## config.mk

```make
export PLATFORM = sky130hd
export DESIGN_NAME = sbox_share_compress
export DESIGN_NICKNAME = d
export VERILOG_FILES = /design/src/rtl/sbox_share_compress_pkg.sv /design/src/rtl/sbox_share_compress_cf_compress.sv /design/src/rtl/sbox_share_compress.sv
export SDC_FILE = /design/constraint.sdc
export NUM_CORES = 1
export LEC_CHECK = 0
export ABC_AREA = 1
export CAP_MARGIN = 20
export CELL_PAD_IN_SITES_DETAIL_PLACEMENT = 0
export CELL_PAD_IN_SITES_GLOBAL_PLACEMENT = 2
export CORE_MARGIN = 8
export CORE_UTILIZATION = 30
export CTS_CLUSTER_SIZE = 12
export DETAILED_ROUTE_END_ITERATION = 10
export PLACE_DENSITY = 0.81
export SETUP_SLACK_MARGIN = 0.1
export SYNTH_ARGS = -nofsm -noshare
export SYNTH_HDL_FRONTEND = slang
export SYNTH_HIERARCHICAL = 1
export SYNTH_SLANG_ARGS = --single-unit
```

## constraint.sdc

```tcl
create_clock -name clk -period 2.55 [get_ports clk]
set_input_delay 0.255 -clock clk [delete_from_list [all_inputs] [get_ports clk]]
set_output_delay 0.255 -clock clk [all_outputs]
set_load 0.005 [all_outputs]
```

## src/rtl/sbox_share_compress_pkg.sv

```systemverilog
// Shared constants, lane typedef and slice helpers for the masked Midori
// S-box share compression stage.
package sbox_share_compress_pkg;

    localparam int CF_BITS = 27;
    localparam int SHARES  = 3;
    localparam int SBOX_W  = 3;

    // One compressed S-box result: SHARES shares of SBOX_W bits, index [share][bit].
    typedef logic [SHARES-1:0][SBOX_W-1:0] lane_t;

    // LSB position of a lane inside a packed share word.
    function automatic int lane_lsb(input int lane);
        return SBOX_W * lane;
    endfunction

    // First component-function bit feeding output bit j of share k.
    function automatic int cf_base(input int k, input int j);
        return (SBOX_W * SBOX_W) * k + SBOX_W * j;
    endfunction

endpackage

```

## src/rtl/sbox_share_compress_cf_compress.sv

```systemverilog
// Purely combinational 27 -> 3x3 XOR tree. Every output bit folds one triple
// of component functions that all belong to the same share; no term from
// another share ever enters the tree.
module sbox_share_compress_cf_compress
    import sbox_share_compress_pkg::*;
(
    input  logic [CF_BITS-1:0] cf_q,
    output lane_t              shares
);

    // Fold each same-share triple of component-function outputs into one bit.
    always_comb begin
        shares = {(SHARES*SBOX_W){1'b0}};
        for (int k = 0; k < SHARES; k++) begin
            for (int j = 0; j < SBOX_W; j++) begin
                shares[k][j] = cf_q[cf_base(k, j)]
                             ^ cf_q[cf_base(k, j) + 1]
                             ^ cf_q[cf_base(k, j) + 2];
            end
        end
    end

endmodule

```

## src/rtl/sbox_share_compress.sv

```systemverilog
// sbox_share_compress: glitch-barrier register on the component-function bits,
// share-wise XOR compression, and packing of NSBOX lanes into one three-share
// word delivered with valid/ready.
// Optional build macro: SBOX_CF_FLUSH_EN zeroes cf_q after consumption and
// the pack buffer after a completing write. Handshake timing is unchanged.
module sbox_share_compress
    import sbox_share_compress_pkg::*;
#(
    parameter int NSBOX = 16
)
(
    input  logic                       clk,
    input  logic                       rst,
    input  logic [CF_BITS-1:0]         cf_in,
    input  logic                       in_valid,
    output logic                       in_ready,
    input  logic                       out_ready,
    output logic                       out_valid,
    output logic [SBOX_W*NSBOX-1:0]    share0,
    output logic [SBOX_W*NSBOX-1:0]    share1,
    output logic [SBOX_W*NSBOX-1:0]    share2
);

    localparam int                WORD_W   = SBOX_W * NSBOX;
    localparam int                IDX_W    = $clog2(NSBOX);
    localparam logic [IDX_W-1:0]  LAST_IDX = IDX_W'(NSBOX - 1);

    typedef logic [SHARES-1:0][WORD_W-1:0] word_t;

    logic [CF_BITS-1:0] cf_q_r;
    logic               v1_r;
    logic [IDX_W-1:0]   idx_r;
    word_t              pack_r;
    word_t              out_r;
    logic               out_valid_r;

    lane_t              lane_s;
    word_t              word_s;
    logic               last_s;
    logic               write_s;
    logic               complete_s;
    logic               in_ready_s;
    logic               load_s;

    // Compression sees only the barrier register, never the raw input.
    sbox_share_compress_cf_compress u_cf_compress (
        .cf_q   (cf_q_r),
        .shares (lane_s)
    );

    // Handshake decode: the completing write is the only one that waits on the consumer.
    always_comb begin
        last_s     = (idx_r == LAST_IDX);
        write_s    = v1_r && (!last_s || !out_valid_r || out_ready);
        complete_s = write_s && last_s;
        in_ready_s = !v1_r || write_s;
        load_s     = in_valid && in_ready_s;
    end

    // Pack buffer with the current lane merged in at slot idx.
    always_comb begin
        word_s = pack_r;
        for (int k = 0; k < SHARES; k++) begin
            word_s[k][lane_lsb(int'(idx_r)) +: SBOX_W] = lane_s[k];
        end
    end

    // Glitch-barrier register and its valid flag.
    always_ff @(posedge clk) begin
        if (rst) begin
            cf_q_r <= {CF_BITS{1'b0}};
            v1_r   <= 1'b0;
        end else if (load_s) begin
            cf_q_r <= cf_in;
            v1_r   <= 1'b1;
        end else if (write_s) begin
`ifdef SBOX_CF_FLUSH_EN
            cf_q_r <= {CF_BITS{1'b0}};
`endif
            v1_r   <= 1'b0;
        end
    end

    // Lane counter and pack buffer; lanes fill strictly in order.
    always_ff @(posedge clk) begin
        if (rst) begin
            idx_r  <= {IDX_W{1'b0}};
            pack_r <= {(SHARES*WORD_W){1'b0}};
        end else if (complete_s) begin
            idx_r  <= {IDX_W{1'b0}};
`ifdef SBOX_CF_FLUSH_EN
            pack_r <= {(SHARES*WORD_W){1'b0}};
`endif
        end else if (write_s) begin
            idx_r  <= idx_r + IDX_W'(1);
            pack_r <= word_s;
        end
    end

    // Output word register; only a completing write changes it.
    always_ff @(posedge clk) begin
        if (rst) begin
            out_r <= {(SHARES*WORD_W){1'b0}};
        end else if (complete_s) begin
            out_r <= word_s;
        end
    end

    // Output valid: a completing write wins over a same-cycle handshake, so no bubble.
    always_ff @(posedge clk) begin
        if (rst) begin
            out_valid_r <= 1'b0;
        end else if (complete_s) begin
            out_valid_r <= 1'b1;
        end else if (out_valid_r && out_ready) begin
            out_valid_r <= 1'b0;
        end
    end

    assign in_ready  = in_ready_s;
    assign out_valid = out_valid_r;
    assign share0    = out_r[0];
    assign share1    = out_r[1];
    assign share2    = out_r[2];

endmodule

```

==> flow_summary.toml <==
[synth]
netlist_area_sq_um = 14100
synth_top_family_by_area = "simple AND/OR/NAND/NOR gates"
synth_area_per_cell_sq_um = 6.65
synth_xor_area_share_pct = 0.116
synth-adder-area-share_pct = 0.445
synth_area_leaders = "dfxtp_1 (46%), nand2_1 (19%), nand3_1 (8.5%)"
syn-instance-count = 2113
yosysSeqAreaShare_pct = 45.7
synth-seq-cells = 321
synth_area_leader_cell = "dfxtp_1"
synth_fp_nets = 2149
muxShareOfSynthArea_pct = 0
synthSimpleGateAreaFrac_pct = 35.2
yosys.cell_types.count = 21
ys_warn_count = 6
synth_compound_area_share_pct = 8.94
synth_top_area_share_pct = 45.7

[die]
rows = 79
die_area_sq_um = 54000
start_util_pct = 30.3
die-width_um = 232
io_pins = 177
die_y_um = 232
fp.coreArea_sq_um = 46400

[grt]
grt_pass1_vias = 12700
grt_pass1_wl_um = 73200
grtUsageMet2_pct = 27.3
grt_usage_pct = 17.1
top_usage_layer = "met2"
grt_use_met3_pct = 3.26
met1_usage_pct = 23.0
grt_max_degree = 75
antenna_found_initial = 0
grt_remaining_overflow = 0

[cells_and_area]
area_delta_synth_final_pct = 27.2
drive_gt1_share_pct = 6.50
n_antenna_cell = 0
design_area_sq_um = 17900
mostFrequentLayoutCells = "nand2_1 (726), dfxtp_1 (321), nand3_1 (240), nor2_1 (223), inv_1 (195)"
layout_commonest_cell = "nand2_1"
finalNetCount = 2302

[clock_tree]
tritoncts = "built"
clk_latency_ps = 550
clk_path_buf_depth = 3
cts_made_buffers = 38
htreeDepth = 2
post_cts_buffers = 0
clock-root-buffer = "clkbuf_16"
clock-sinks = 321
clk_pin_slew_ps = 60

[worst_setup_path]
cp_slowest_cell = "dfxtp_1"
r2r_end = "pack_r[112]"
critPathBufInv = 2
r2r_start = "idx_r[0]"
crit_arrival_ps = 1960
crit_cells = 6
crit_chain = "buf_4 > ha_1 > nand3_2 > nor2_4 > nand2_1 > dlygate4sd2_1"
cp-end-kind = "output port"
cp_max_fo = 6
critPathRequiredTime_ps = 2300
r2r_cells = 8
ff2ff_setup_slack_ps = 350
slowest_delay_ps = 330
cp-start-kind = "flop"
cp_top_family = "buffers and inverters"
worstSetupPathType = "flop to output port"

[hold_path]
holdPathStages = 4
whs_endpoint = "idx_r[3]"
holdCritPathClass = "input port to flop"
hp-start = "rst"

[pwr]
powerDensity_nw_per_um2 = 680
p_leak_uw = 0.00825
ir_worst_vdd_mv = 0.397
fin_total_pwr_uw = 12200

[routing]
vias_per_cell = 4.67
drcViolationCount = 0
drt-pass1-iter-count = 5
drt_wl_total_um = 47000
dr.first_iter.drc_count = 843
avgRoutedWirePerCell_um = 16.2
vias = 13500
ant_nets = 0

[sta]
finalHoldViolCount = 0
setup_violations = 0
rsz0062_at_grt = "false"
setup_ws_ps = 339
worst_slew_pin_slew_ps = 972
fin_crit_sh_pct = 86.7
slew_headroom_pct = 35.2
fmax_mhz = 452
period_minus_slack_ps = 2210
fin_skew_ps = 14.7
hold_slack_ps = 114
maxSlewViolCount = 0
setup-tns-final_ps = 0

[placed_design]
place.gp.congestion = 0.786
portBuffers = 176
placed_area_sq_um = 16600
hpwl_um = 32100
dp_slack_ps = 364

[outcome]
outcome = "finished clean"

[run]
maxCapViolCount = 0
-- Yosys cell counts, drive strengths merged --
| cell | number |
|---|---|
| o21ai | 174 |
| a21oi | 77 |
| xnor2 | 1 |
| buf | 67 |
| nand2 | 744 |
| nand3 | 242 |
| nor2 | 229 |
| ha | 5 |
| inv | 203 |
| dfxtp | 321 |
| clkbuf | 50 |
-- metal layers --
metal / up-vias / routed length [um]
met5: - / 0
met4: 0 / 1140
met3: 66 / 2370
met2: 291 / 21000
met1: 6258 / 22500
li1: 6922 / -
-- worst min-delay path: cells and delay by family --
family,cells,cell delay [ps]
compound gates,1,50
buf+inv,2,190
simple gates,1,120
-- layout make-up --
| class | instances | area (sq um) |
|---|---|---|
| inverter | 203 | 772 |
| fill | 4901 | 28500 |
| clock buffer | 59 | 1160 |
| clock inverter | 9 | 124 |
| timing repair buffer | 230 | 2350 |
| sequential | 321 | 6430 |
| tap | 607 | 759 |
| multi-input combinational | 1472 | 6280 |
-- how the worst max path moves through the flow --
stage	from	end
CTS	idx_r[1]	in_ready
finish	idx_r[1]	in_ready
detailed placement	out_ready	share0[14]
global route	idx_r[0]	share0[45]
floorplan	idx_r[0]	pack_r[25]
global placement	out_ready	share0[14]
-- state kept, by name, summed over array words and instances, names as in the netlist --
signal and cells:
share1 48, out_valid 1, share2 48, share0 48, pack_r 144, v1_r 1
cf_q_r 27, idx_r 4
-- cell families (layout without fill, tap and decap cells) --
family,count (synthesis),in the layout
AO/OA/AOI/OAI,251,251
AND/OR/NAND/NOR,1215,1215
adder cells (fa/ha/maj),5,5
flip-flops,321,321
XOR/XNOR,1,1
buffers and inverters,320,501
-- timing repair --
| action | CTS | global route |
|---|---|---|
| gates resized for setup | 1 | 0 |
| setup endpoints to repair | 1 | 0 |
| hold endpoints to repair | 0 | 0 |
| hold buffers | 0 | 0 |
-- where the power goes --
group,internal [uW],switching (uW)
sequential,5190,89.2
clock,3430,2180
combinational,405,853
total,9030,3130
-- through the flow --
stage / instances / utilization (%)
floorplan: 2113 / -
global placement: 2833 / 35.8
detailed placement: 2833 / 35.8
CTS: 2901 / 38.6
global route: 2901 / 38.6
finish: 2901 / 38.6
Power figures use the tool's default switching activity.
